--- src/rtl/seg_seq_monitor.sv ---
// Receive-side monitor for a 7-segment counter display. It decodes the active-low segment bus back
// to a digit, checks that digits advance 0..7 with wrap, and measures the step period.
module seg_seq_monitor #(
   parameter int unsigned STABLE_CYC = 4,
   parameter int unsigned DIV0       = 25000000,
   parameter int unsigned DIV1       = 50000000,
   parameter int unsigned DIV2       = 100000000,
   parameter int unsigned DIV3       = 300000000,
   parameter int unsigned TOL        = 1024
) (
   input  logic        CLOCK_50,
   input  logic        V_SW0,
   input  logic [0:6]  seg_in,
   input  logic [1:0]  rate_sel,
   output logic [2:0]  digit_out,
   output logic        digit_valid,
   output logic        step_pulse,
   output logic        seq_err,
   output logic        bad_code,
   output logic [28:0] period_out,
   output logic        rate_ok
);

   localparam int unsigned CntW = $clog2(STABLE_CYC + 1);
   localparam logic [CntW-1:0] CntMax = CntW'(STABLE_CYC - 1);
   localparam logic [28:0] PerMax = '1;
   localparam logic [0:6] SegBlank = 7'b1111111;

   typedef enum logic [1:0] {StWait, StArm, StTrack} state_e;

   state_e          state_q, state_d;
   logic [0:6]      sync1_q, sync2_q, cand_q;
   logic [CntW-1:0] cnt_q;
   logic [28:0]     per_q, per_d;
   logic [2:0]      digit_q, digit_d;
   logic            valid_q, valid_d;
   logic            pulse_q, pulse_d;
   logic            seq_err_q, seq_err_d;
   logic            bad_q, bad_d;
   logic [28:0]     period_q, period_d;
   logic            rate_ok_q, rate_ok_d;

   logic       cand_legal, cand_blank;
   logic [2:0] cand_digit;
   logic       stable, accept, bad_hit;
   logic       is_inc, is_zero;
   logic [31:0] exp_per, per_ext, dev;
   logic       in_tol;

   always_comb begin
      cand_legal = 1'b1;
      cand_blank = 1'b0;
      cand_digit = 3'd0;
      case (cand_q)
         7'b0000001: cand_digit = 3'd0;
         7'b1001111: cand_digit = 3'd1;
         7'b0010010: cand_digit = 3'd2;
         7'b0000110: cand_digit = 3'd3;
         7'b1001100: cand_digit = 3'd4;
         7'b0100100: cand_digit = 3'd5;
         7'b0100000: cand_digit = 3'd6;
         7'b0001111: cand_digit = 3'd7;
         7'b1111111: begin
            cand_legal = 1'b0;
            cand_blank = 1'b1;
         end
         default: cand_legal = 1'b0;
      endcase
   end

   // A code counts as stable once the candidate has survived STABLE_CYC synced samples.
   assign stable  = (cnt_q >= CntMax) && (sync2_q == cand_q);
   assign accept  = stable && cand_legal && (!valid_q || (cand_digit != digit_q));
   assign bad_hit = stable && !cand_legal && !cand_blank;
   assign is_inc  = (cand_digit == 3'(digit_q + 3'd1));
   assign is_zero = (cand_digit == 3'd0);

   always_comb begin
      unique case (rate_sel)
         2'd0:    exp_per = 32'(DIV0 + 1);
         2'd1:    exp_per = 32'(DIV1 + 1);
         2'd2:    exp_per = 32'(DIV2 + 1);
         default: exp_per = 32'(DIV3 + 1);
      endcase
   end

   // Ordered subtraction keeps the deviation unsigned and overflow-free even at DIV3.
   assign per_ext = {3'b000, per_q};
   assign dev     = (per_ext >= exp_per) ? (per_ext - exp_per) : (exp_per - per_ext);
   assign in_tol  = (per_q != PerMax) && (dev <= TOL);

   always_ff @(posedge CLOCK_50 or posedge V_SW0) begin
      if (V_SW0) begin
         sync1_q <= SegBlank;
         sync2_q <= SegBlank;
         cand_q  <= SegBlank;
         cnt_q   <= '0;
      end else begin
         sync1_q <= seg_in;
         sync2_q <= sync1_q;
         if (sync2_q != cand_q) begin
            cand_q <= sync2_q;
            cnt_q  <= '0;
         end else if (cnt_q < CntMax) begin
            cnt_q <= cnt_q + 1'b1;
         end
      end
   end

   always_ff @(posedge CLOCK_50 or posedge V_SW0) begin
      if (V_SW0) begin
         state_q <= StWait;
      end else begin
         state_q <= state_d;
      end
   end

   // A zero that is not a legal increment means the source counter was reset: re-arm.
   always_comb begin
      state_d = state_q;
      if (accept) begin
         unique case (state_q)
            StWait:  state_d = StArm;
            default: state_d = (is_zero && !is_inc) ? StArm : StTrack;
         endcase
      end
   end

   always_comb begin
      digit_d   = digit_q;
      valid_d   = valid_q;
      pulse_d   = 1'b0;
      seq_err_d = seq_err_q;
      bad_d     = bad_q | bad_hit;
      period_d  = period_q;
      rate_ok_d = rate_ok_q;
      per_d     = (per_q == PerMax) ? per_q : per_q + 29'd1;
      if (accept) begin
         digit_d = cand_digit;
         valid_d = 1'b1;
         per_d   = 29'd1;
         if (state_q != StWait) begin
            pulse_d  = 1'b1;
            period_d = per_q;
            if (!is_inc && !is_zero) begin
               seq_err_d = 1'b1;
            end
            if ((state_q == StTrack) && (is_inc || !is_zero)) begin
               rate_ok_d = in_tol;
            end
         end
      end
   end

   always_ff @(posedge CLOCK_50 or posedge V_SW0) begin
      if (V_SW0) begin
         digit_q   <= 3'd0;
         valid_q   <= 1'b0;
         pulse_q   <= 1'b0;
         seq_err_q <= 1'b0;
         bad_q     <= 1'b0;
         period_q  <= 29'd0;
         rate_ok_q <= 1'b0;
         per_q     <= 29'd0;
      end else begin
         digit_q   <= digit_d;
         valid_q   <= valid_d;
         pulse_q   <= pulse_d;
         seq_err_q <= seq_err_d;
         bad_q     <= bad_d;
         period_q  <= period_d;
         rate_ok_q <= rate_ok_d;
         per_q     <= per_d;
      end
   end

   assign digit_out   = digit_q;
   assign digit_valid = valid_q;
   assign step_pulse  = pulse_q;
   assign seq_err     = seq_err_q;
   assign bad_code    = bad_q;
   assign period_out  = period_q;
   assign rate_ok     = rate_ok_q;

endmodule
--- config.mk ---
export PLATFORM = sky130hd
export DESIGN_NAME = seg_seq_monitor
export DESIGN_NICKNAME = d
export VERILOG_FILES = /design/src/rtl/seg_seq_monitor.sv
export SDC_FILE = /design/constraint.sdc
export NUM_CORES = 1
export LEC_CHECK = 0
export BUFFER_PORTS_ARGS = -buffer_cell sky130_fd_sc_hd__buf_2
export CORE_UTILIZATION = 65
export DETAILED_ROUTE_END_ITERATION = 12
export MAX_ROUTING_LAYER = met4
export PLACE_DENSITY = 0.85
export SLEW_MARGIN = 20
export SYNTH_ARGS = -nofsm -noshare
export SYNTH_HDL_FRONTEND = slang
export SYNTH_SLANG_ARGS = --single-unit
export TNS_END_PERCENT = 50
--- constraint.sdc ---
create_clock -name CLOCK_50 -period 6.9 [get_ports CLOCK_50]
set_clock_uncertainty 0.1 [all_clocks]
set_input_delay 1.38 -clock CLOCK_50 [delete_from_list [all_inputs] [get_ports CLOCK_50]]
set_output_delay 1.38 -clock CLOCK_50 [all_outputs]
set_load 0.01 [all_outputs]
---- After elaboration in Yosys (flattened, before gate mapping) ----
Cells that the tools add are included.
word-level totals
  flip-flop bits (word level) ............. 92
  output and inout port bits .............. 37
operators by class
  $add $sub $neg .......................... 5
  $lt $le $gt $ge ......................... 4
  eq/ne operators ......................... 19
  muxes and demuxes ....................... 13
  bitwise operators ....................... 1
  reduce and logical (&&, ||, !) cells .... 25
operators with widths
  kind                                                                                 number
  29-bit case mux with 3 select lines                                                  1
  29-bit 2-to-1 mux                                                                    2
  29-bit by 32-bit >= comparator with 1-bit output                                     1
  32-bit by 11-bit less-or-equal comparator with 1-bit output (second input constant)  1
  32-bit 2-to-1 mux                                                                    1
  29-bit by 32-bit subtractor with 32-bit output                                       1
  32-bit by 29-bit subtractor with 32-bit output                                       1
  29-bit by 1-bit adder with 29-bit output (second input constant)                     1
  29-bit == test (second input constant)                                               1
  29-bit inequality test (second input constant)                                       1
  7-bit == test (second input constant)                                                3
  3-bit case mux with 7 select lines                                                   1
  7-bit by 6-bit == test with 1-bit output (second input constant)                     2
  1-bit logical AND                                                                    9
  8-bit OR reduction                                                                   1
  7-bit by 1-bit == test with 1-bit output (second input constant)                     1
  7-bit by 3-bit == test with 1-bit output (second input constant)                     1
  7-bit by 4-bit == test with 1-bit output (second input constant)                     1
  7-bit by 5-bit == test with 1-bit output (second input constant)                     1
  7-bit == test                                                                        1
  7-bit inequality test                                                                1
  3-bit by 1-bit adder with 3-bit output (second input constant)                       2
  3-bit 2-to-1 mux                                                                     2
  3-bit AND reduction                                                                  2
  16 further kinds                                                                     28

---- Longest topological paths before layout ----
Gate-level depths: netlist of run 1.
  word-level depth ........................ 7
  mapped depth ............................ 16
  depth with buffers taken out ............ 14

---- Least setup slack after synthesis of run 1 ----
Ideal clock, no wire load.
  kind .................................... input -> register
  from .................................... in rate_sel[0]
  to ...................................... reg rate_ok_q (netlist: rate_ok)
  arrival ................................. 4.382 ns
  required time ........................... 6.734 ns
  path slack .............................. 2.352 ns
  stages on the path ...................... 14
  path buffers ............................ 2
  cell sequence ........................... and2_1 clkbuf_1 inv_1 ha_1 buf_2 nand2b_1 nor3_1 a221o_1 nor2_1 o311ai_0 o21ai_1 or4b_1 a2111oi_2 a22o_1
on the way
  cells in the longest elaborated chain, start to end .. 6
  elaborated cells on any way between the ends .. 10
ends and longest elaborated chain
  element                                                                 RTL line  text
  start, declared                                                         14        input logic [1:0] rate_sel,
  2-bit == test (tied with other cells)                                   79        unique case (rate_sel)
  29-bit case mux with 3 select lines *                                   79
  32-bit by 29-bit subtractor with 32-bit output (tied with other cells)  89        assign dev = (per_ext >= exp_per) ? (per_ext - exp_per) : (exp_per - per_ext);
  32-bit 2-to-1 mux *                                                     89
  32-bit by 11-bit less-or-equal comparator with 1-bit output *           90        assign in_tol = (per_q != PerMax) && (dev <= TOL);
  1-bit logical AND *                                                     90
  end signal, assigned                                                    172       rate_ok_q <= rate_ok_d;
  end, declared                                                           41        logic rate_ok_q, rate_ok_d;
Every way passes the cells marked *; elsewhere a longest branch is shown, timed or not.
A chain may end at the register's enable or synchronous reset.

---- Final worst setup path of run 1 ----
  from .................................... in rate_sel[1]
  to ...................................... reg rate_ok_q (netlist: rate_ok)
The elaborated chain is that of the path after synthesis.

==> impl_metrics.yaml, run 1 <==
floorplan:
  boundaryPins: 48
  dieArea_sq_mm: 0.01101
  die_height_um: 104.9
  core_area_sq_mm: 0.01028
  rows: 37
  initial_core_util_pct: 66.98
  dieWidth_um: 104.9
setup_path:
  slowest_stage: "o211ai_1"
  crit_path_max_fanout: 12
  cp.arrival_ns: 5.70
  criticalPathCategory: "in2reg"
  cp_top_family: "compound AO/OA/AOI/OAI gates"
  endpoint_kind: "flop"
  start_kind: "input pin"
  r2r_cells: 11
  crit_chain: "buf_2 > inv_1 > nand2_1 > inv_1 > ha_1 > o21a_1 > o2bb2ai_1 > a21boi_1 > o211ai_1 > nand2_2 > mux2i_1 > xor2_1 > or4b_1 > a2111oi_2 > a22o_1"
  cpMostUsedCell: "inv_1"
  r2r_slack_ns: 2.41
  cp_num_cells: 15
  worstPathRequired_ns: 7.13
  worst-path-buf-inv: 3
  cpPeakStageDelay_ns: 0.80
finish:
  final_nets: 843
  area_growth_pct: 6.180
  drive_gt1_share_pct: 18.24
  diodes: 0
logic_synthesis:
  synth_top_family_by_area: "compound AO/OA/AOI/OAI gates"
  synthCells: 780
  yosys_register_bits: 92
  yosysUniqueCellTypes: 79
  synth_edf_count: 0
  synth-main-ff-cell: "dfrtp_1"
  syn_avg_cell_area_sq_um: 8.826
  ys_seq_area_share_pct: 33.82
  syn-cell-area_sq_mm: 0.006884
  synth_compound_area_share_pct: 20.19
  synthAdderAreaFrac_pct: 7.634
  synth-xor-area-share_pct: 6.616
  async_flop_share_pct: 100.0
  synth_warnings: 0
  synth_nets: 833
  synthMuxAreaShare_pct: 6.434
  yosys.area_share.simple_pct: 19.77
route:
  num_vias: 6222
  wl_um: 19300
  routed_via_density: 6.683
  route.detailed.drc: 0
  ant_nets: 0
  wire_per_inst_um: 20.73
  first_pass_iters: 5
  first_iter_violations: 462
power_and_ir_drop:
  seqPwrFrac_pct: 53.1
  p_sw_uw: 312.2
  p_sw_share_pct: 29.71
  p_clk_share_pct: 35.4
  p_leak_uw: 0.003348
  p_per_area_mw_per_mm2: 143.8
  comb_power_share_pct: 11.5
  intPower_uw: 738.7
  irDropWorstVdd_mv: 0.1612
global_route:
  grt_pass1_wl_um: 31090
  grt_max_degree: 57
  grt.total_usage_pct: 37.31
  antenna_found_initial: 0
  grt_overflow: 0
  grt_pass1_vias: 6044
clocking:
  numClockSinks: 92
  worstSkewPairLatency_ns: 0.38
  clkSlewWorstSetupHoldPaths_ns: 0.11
  cts.htree.levels: 3
  max-clock-path-buffers: 2
  post_cts_resized: 0
  cts_tree: "done"
  cts_hold_buf: 0
  ctsRootBufferMaster: "clkbuf_8"
  post_cts_buffers: 0
  cts_buffers: 9
timing:
  finalCritPeriodShare_pct: 79.30
  fmax_mhz: 182.8
  rsz0062_at_grt: "no"
  slew_headroom_pct: 34.17
  setup_viol: 0
  min_period_ns: 5.472
  setup_tns_ns: 0
  slew_viol_final: 0
  hold_ws_ns: 0.2618
  hold_viol_final: 0
  setup_slack_ns: 1.428
  worst_pin_slew_ns: 0.9831
worst_hold_path:
  hp-class: "reg2reg"
  holdPathStages: 0
status:
  run_status: "finished clean"
job:
  maxCapViolations: 0
placement:
  dp_hpwl_um: 14560
  dp_slack_ns: 1.123
  io_buffers: 47
  place_congestion: 1.033
## synth_stat cells (all sizes together), types with 21 or more instances
cell type | count | area [sq um]
a21oi | 52 | 260.3
clkbuf | 34 | 127.6
dfrtp | 71 | 1777
dfstp | 21 | 551.8
ha | 42 | 525.5
inv | 41 | 153.9
mux2 | 34 | 382.9
nand2 | 48 | 182.7
nand3 | 26 | 130.1
nor2 | 73 | 274.0
o21ai | 42 | 210.2
xnor2 | 37 | 324.1
## cells in the final DEF, fill, tap and decap left out, types with 7 or more instances in the layout
master and count:
nand3_1 26, nor2b_1 10, nand2_1 47, a211oi_1 7
dfrtp_1 71, o21ai_0 36, a21oi_1 52, or3_1 8
nand2b_1 7, xnor2_1 37, nand4_1 18, a21o_1 13
nor4_1 8, clkbuf_8 9, xor2_1 15, nor2_1 73
a31oi_1 10, mux2_2 34, ha_1 42, dfstp_2 21
buf_2 47, and3_1 9, inv_1 40, nor3_1 15
## final cells by class
type,instances,area [sq um]
clock buffers,9,123.9
clock inverters,7,88.84
fillers,801,2968
inverters,41,155.1
multi-input cells,595,4178
flip-flops and latches,92,2328
well taps,136,170.2
repair buffers,51,265.3
## layer usage
layer	GRT usage (%)	part of all wire (%)
met2	60.17	48
met3	6.675	7.2
met4	12.17	2.4
met5	-	0
met1	47.80	42
## per-stage QoR
stage / util (%) / total power [uW] / std cells / area, sq um
final: 71.12 / 1051 / 931 / 7310
after floorplan: - / 655.8 / 780 / 6884
after global placement: 69.05 / 681.0 / 915 / 7097
after CTS: 71.12 / 1052 / 931 / 7310
after detailed placement: 69.05 / 685.2 / 915 / 7097
after global routing: 71.12 / 1090 / 931 / 7310
## power groups by stage
stage                     logic [uW]  registers, uW  clock network, uW
final                            120            558                372
after global routing             132            559                399
after CTS                        118            558                376
after detailed placement         117            568                  0
after global placement           114            567                  0
after floorplan                 92.9            563                  0
## cells by family (layout without fill, tap and decap cells)
group                    after synthesis  after routing
multiplexers                          40             40
flip-flops                            92             92
AO/OA/AOI/OAI                        204            204
buffers and inverters                 93            108
adder cells (fa/ha/maj)               42             42
XOR/XNOR                              52             52
AND/OR/NAND/NOR                      257            257
## worst paths after layout
check	startpoint	end
worst max-delay path	rate_sel[1]	rate_ok
worst min-delay path	sync1_q[0]	sync2_q[0]
worst max register to register	per_q[9]	rate_ok
worst min register to register	sync1_q[0]	sync2_q[0]
max in group asynchronous	V_SW0	period_out[18]
min in group asynchronous	V_SW0	digit_out[1]
## flip-flops by register name, summed over array words and instances (netlist names)
register,count
seq_err,1
state_q,2
per_q,29
digit_out,3
sync1_q,7
step_pulse,1
rate_ok,1
period_out,29
bad_code,1
digit_valid,1
cand_q,7
cnt_q,3
sync2_q,7
Power figures use the tool's default switching activity.
==> run 2: changes to the inputs <==
ABC_AREA = 1   (was unset)
CORE_UTILIZATION = 57   (was 65)
PLACE_DENSITY = 0.78   (was 0.85)
clock period = 4.4 ns   (was 6.9 ns; I/O delays follow)
==> run 2 against run 1 <==
First-iteration DRC count is 64% higher. Power up 79%. Synthesized cell count is 54% higher. Via count is 27% higher. Final area rose by 17%. Sequential cell count is the same. Non-clock buffer count rose by 5.
==> impl_metrics.yaml, run 2 <==
status:
  run_status: "finished clean"
finish:
  seq_area_sq_mm: 0.002328
  layout_common_cells: "nand2_1, inv_1, nor2_1"
  nFillCells: 1271
  diodes: 0
  drive_gt1_share_pct: 13.18
  finish.utilization_pct: 63.76
  area_growth_pct: 7.951
  final_nets: 1285
  multiInputGateArea_sq_mm: 0.004758
  final_common_cell: "nand2_1"
setup_path:
  slowest_stage: "ha_1"
  worstPathRequired_ns: 4.59
  endpoint_kind: "flop"
  cpPeakStageDelay_ns: 0.43
  cpMostUsedCell: "nand2_1"
  cp.arrival_ns: 4.29
  cp_top_family: "simple AND/OR/NAND/NOR gates"
  crit_chain: "buf_2 > nor2_1 > inv_1 > ha_1 > nand2_1 > o21ai_1 > nand2_1 > nand2_2 > a21oi_4 > nand3_4 > buf_4 > inv_2 > nand2_1 > a21oi_1 > nand2_1 > nor2_1 > nor2_1 > nor2_1 > nand2_1 > nand2_1"
  crit_path_max_fanout: 13
  worst-path-buf-inv: 4
  start_kind: "input pin"
  criticalPathCategory: "in2reg"
clocking:
  ctsRootBufferMaster: "clkbuf_16"
  max-clock-path-buffers: 2
  worstSkewPairLatency_ns: 0.35
  post_cts_buffers: 0
  numClockSinks: 92
  cts_buffers: 9
  cts_tree: "done"
  post_cts_resized: 0
  cts.htree.levels: 3
  cts_hold_buf: 0
  clkSlewWorstSetupHoldPaths_ns: 0.06
global_route:
  grt_max_degree: 46
  antenna_found_initial: 0
  grt.total_usage_pct: 35.05
  grt_util_met1_pct: 48.28
  grt_pass1_vias: 7235
  grt_pass1_wl_um: 37840
  grt-busiest-layer: "met2"
  grt_overflow: 0
  grt_use_met3_pct: 5.371
  grt_use_met2_pct: 52.10
logic_synthesis:
  synth_warnings: 0
  syn-cell-area_sq_mm: 0.007915
  async_flop_share_pct: 100.0
  ys_seq_area_share_pct: 29.42
  syn_avg_cell_area_sq_um: 6.596
  yosysTopAreaCellShare_pct: 22.45
  yosys_register_bits: 92
  yosysMostFrequentCell: "nand2_1"
  synth_top_area_cell: "dfrtp_1"
  synthCells: 1200
  synth.top_cells.by_area: "dfrtp_1, nand2_1, inv_1"
  synth_nets: 1253
  synth_commonest_cells: "nand2_1, inv_1, nor2_1, dfrtp_1, nand3_1"
  synth_edf_count: 0
  yosysUniqueCellTypes: 52
  synth-main-ff-cell: "dfrtp_1"
route:
  num_vias: 7923
  wl_um: 23190
  routed_via_density: 5.607
  route.detailed.drc: 0
  ant_nets: 0
  wire_per_inst_um: 16.41
  first_pass_iters: 5
  first_iter_violations: 756
floorplan:
  core_area_sq_mm: 0.01340
  initial_core_util_pct: 59.07
  dieArea_sq_mm: 0.01436
  boundaryPins: 48
  dieWidth_um: 119.8
  die_height_um: 119.8
  rows: 42
worst_hold_path:
  hp-class: "reg2reg"
power_and_ir_drop:
  irDropWorstVdd_mv: 0.2753
  p_leak_uw: 0.004481
  p_per_area_mw_per_mm2: 220.6
timing:
  worst_pin_slew_ns: 0.6676
  slew_viol_final: 0
  finalCritPeriodShare_pct: 93.16
  setup_viol: 0
  setup_tns_ns: 0
  hold_ws_ns: 0.2524
  min_period_ns: 4.099
  fmax_mhz: 244.0
  rsz0062_at_grt: "no"
  hold_viol_final: 0
  slew_headroom_pct: 54.87
placement:
  place_congestion: 1.035
  io_buffers: 47
  dp_hpwl_um: 18980
job:
  maxCapViolations: 0
## run 2: cell count changes in the layout (fill, tap and decap cells not counted), sizes merged, moves of 10 or more
cell   change
xnor2     -28
a21o      -12
and3      -10
nand2    +342
nand3     +45
a31oi     -10
nor2b     -11
nor2      +69
xor2      +26
inv      +123
o21ai     +27
mux2      -34
nor3      +10
## run 2: per-layer routing
metal,vias up,routed length [um]
met3,72,1751
met1,3638,10500
met4,0,857
met2,358,10090
met5,-,0
li1,3855,-
## run 2: cell type report
class / instances / share of cell area [%]
clock buffers: 11 / 2.841
clock inverters: 5 / 0.7175
inverters: 166 / 7.380
multi-input cells: 907 / 55.69
flip-flops and latches: 92 / 27.25
well taps: 176 / 2.577
repair buffers: 56 / 3.544
## run 2: per-stage QoR
step	setup WS, ns	power (uW)	cell area (sq um)	cells
finish	0.3011	1885	8544	1413
global route	0.05062	1961	8544	1413
CTS	0.4006	1893	8544	1413
detailed placement	0.04085	1112	8240	1397
global placement	0.1884	1109	8240	1397
floorplan	1.063	1052	7915	1200
## run 2: worst register-to-register path: stages, from the launching register on
cell,delay (ns)
dfrtp_1,0.42
inv_1,0.13
ha_1,0.47
a21oi_4,0.26
nor2_2,0.07
nor2_4,0.13
nand2_2,0.08
a21oi_4,0.26
nand3_4,0.19
buf_4,0.24
inv_2,0.16
nand2_1,0.07
a21oi_1,0.13
nand2_1,0.07
nor2_1,0.19
nor2_1,0.08
nor2_1,0.17
nand2_1,0.07
nand2_1,0.05
## run 2: path summary, 6_finish.rpt
kind,from,end,slack [ns],cells after the start
max in group asynchronous,V_SW0,sync2_q[0],2.91,3
worst max register to register,per_q[18],rate_ok,0.99,18
min in group asynchronous,V_SW0,period_out[15],0.49,2
worst max-delay path,rate_sel[1],rate_ok,0.30,20
worst min-delay path,sync1_q[6],sync2_q[6],0.25,0
worst min register to register,sync1_q[6],sync2_q[6],0.25,0
## run 2: power breakdown
group / leakage (uW) / switching (uW) / internal, uW
Sequential: 0.00119 / 9.28 / 864
Combinational: 0.00315 / 157 / 71.2
Clock: 0.000138 / 327 / 456
## run 2: cells by family (layout without fill, tap and decap cells)
group,after synthesis,in the layout,synth area share [%]
flip-flops,92,92,29.42
AND/OR/NAND/NOR,674,674,37.83
adder cells (fa/ha/maj),42,42,6.639
AO/OA/AOI/OAI,141,141,10.05
buffers and inverters,201,238,10.53
XOR/XNOR,50,50,5.533
==> run 3: changes to the inputs <==
REMOVE_ABC_BUFFERS = 1   (was unset)
==> run 3 against run 2 <==
Cell count grew 0.14%. Final area up 0.32%. Via count about the same. Combinational power up 4%. Core utilization rose by 0.21 points. Setup slack lost 0.060 ns. Clock-buffer cell count down 1. Wire length is 6.6% higher. Fmax is 1.4% lower. First-iteration DRC count grew 7.3%. Critical endpoint unchanged. Largest cell class unchanged. Largest power group unchanged.
==> impl_metrics.yaml, run 3 (synthesized netlist as in run 2, its figures left out) <==
timing:
  worst_pin_slew_ns: 0.9301
  setup_slack_ns: 0.2415
  slew_headroom_pct: 37.81
  setup_tns_ns: 0
  fmax_mhz: 240.5
  rsz0062_at_grt: "no"
  min_period_ns: 4.159
  finalCritPeriodShare_pct: 94.51
  hold_viol_final: 0
  slew_viol_final: 0
  setup_viol: 0
global_route:
  antenna_found_initial: 0
  grt_pass1_wl_um: 39160
  grt_max_degree: 76
  grt.total_usage_pct: 36.85
  grt_pass1_vias: 7425
  grt_overflow: 0
floorplan:
  core_area_sq_mm: 0.01340
  die_height_um: 119.8
  dieArea_sq_mm: 0.01436
  dieWidth_um: 119.8
  boundaryPins: 48
  initial_core_util_pct: 59.07
  rows: 42
setup_path:
  worst-path-buf-inv: 4
  cp_top_family: "simple AND/OR/NAND/NOR gates"
  crit_path_max_fanout: 20
  cpPeakStageDelay_ns: 0.47
  cpMostUsedCell: "nand2_1"
  cp.arrival_ns: 4.30
  start_kind: "input pin"
  worstPathRequired_ns: 4.54
  endpoint_kind: "flop"
  crit_chain: "buf_2 > nor2_1 > inv_1 > ha_1 > nand2_1 > nor2_2 > nand2_1 > nor3_2 > nand2_2 > nand3_4 > buf_4 > inv_2 > nand2_1 > a21oi_1 > nand2_1 > nor2_1 > nor2_1 > nor2_1 > nand2_1 > nand2_1"
  criticalPathCategory: "in2reg"
  slowest_stage: "ha_1"
worst_hold_path:
  hp-class: "reg2reg"
power_and_ir_drop:
  p_leak_uw: 0.004506
  irDropWorstVdd_mv: 0.1984
  intPower_uw: 1402
  p_sw_uw: 522.0
  p_sw_share_pct: 27.12
  comb_power_share_pct: 12.3
  seqPwrFrac_pct: 45.3
  p_per_area_mw_per_mm2: 224.5
  p_clk_share_pct: 42.4
route:
  wire_per_inst_um: 17.47
  routed_via_density: 5.596
  route.detailed.drc: 0
  first_iter_violations: 811
  ant_nets: 0
  num_vias: 7918
  first_pass_iters: 5
  wl_um: 24730
clocking:
  cts_tree: "done"
  post_cts_resized: 0
  clkSlewWorstSetupHoldPaths_ns: 0.07
  max-clock-path-buffers: 2
  cts_buffers: 9
  cts.htree.levels: 3
  cts_hold_buf: 0
  worstSkewPairLatency_ns: 0.35
  ctsRootBufferMaster: "clkbuf_16"
  post_cts_buffers: 0
  numClockSinks: 92
placement:
  dp.cells: 1399
  io_buffers: 47
  placed_cell_area_sq_mm: 0.008255
  dp_slack_ns: -0.001525
  dp_hpwl_um: 20110
  place_congestion: 1.050
finish:
  design_area_sq_mm: 0.008572
  final_cells: 1415
  diodes: 0
  drive_gt1_share_pct: 13.40
  final_nets: 1287
  finish.utilization_pct: 63.97
  area_growth_pct: 8.299
  final_common_cell: "nand2_1"
  layout_common_cells: "nand2_1, inv_1, nor2_1"
job:
  maxCapViolations: 0
status:
  run_status: "finished clean"
run 3: cell types whose count changed in the layout (fill, tap and decap cells not counted), sizes merged:
| cell | before | now |
|---|---|---|
| clkinvlp | 3 | 1 |
| buf | 56 | 58 |
| clkbuf | 11 | 10 |
| inv | 165 | 168 |
run 3: path summary, 6_finish.rpt:
kind	start	to	slack, ns	depth (start not counted)
max in group asynchronous	V_SW0	per_q[25]	2.83	3
min in group asynchronous	V_SW0	per_q[15]	0.62	2
setup / recovery	rate_sel[1]	rate_ok	0.24	20
hold / removal	sync1_q[6]	sync2_q[6]	0.26	0
hold reg to reg	sync1_q[6]	sync2_q[6]	0.26	0
setup reg to reg	per_q[9]	rate_ok	0.91	15
run 3: layer usage:
metal | vias up | global-route usage (%) | part of all wire (%)
li1 | 3857 | - | -
met1 | 3584 | 48.55 | 44
met2 | 393 | 54.77 | 42
met3 | 84 | 7.462 | 8.5
met4 | 0 | 16.56 | 4.8
met5 | - | - | 0
run 3: worst register-to-register path: stages (launching register included):
cell and delay, ns:
dfrtp_1 0.48, inv_1 0.13, ha_1 0.44, inv_1 0.15, nor2_1 0.06, a21boi_0 0.52, nand3_1 0.40, nand2_1 0.18
nand3_1 0.15, xor2_1 0.17, nand3_1 0.09, nor2_1 0.04, nor2_1 0.23, nor2_1 0.11, nand2_1 0.07, nand2_1 0.04
run 3: final cells by class:
class | instances | area (sq um)
Timing Repair Buffer | 58 | 317.8
Tap cell | 176 | 220.2
Multi-Input combinational cell | 907 | 4758
Inverter | 166 | 630.6
Fill cell | 1244 | 4828
Clock buffer | 10 | 239.0
Clock inverter | 6 | 77.57
Sequential cell | 92 | 2328
run 3: power groups by stage:
stage	combinational, uW	sequential (uW)	clock (uW)
final	237	872	816
after CTS	232	872	822
after floorplan	160	885	0
after detailed placement	231	887	0
after global placement	232	887	0
after global routing	262	873	856
run 3: per-stage QoR:
| step | power [uW] | hold WS, ns |
|---|---|---|
| floorplan | 1045 | 0.2452 |
| global placement | 1119 | 0.2455 |
| detailed placement | 1118 | 0.2468 |
| CTS | 1926 | 0.2550 |
| global route | 1992 | 0.2618 |
| finish | 1924 | 0.2567 |
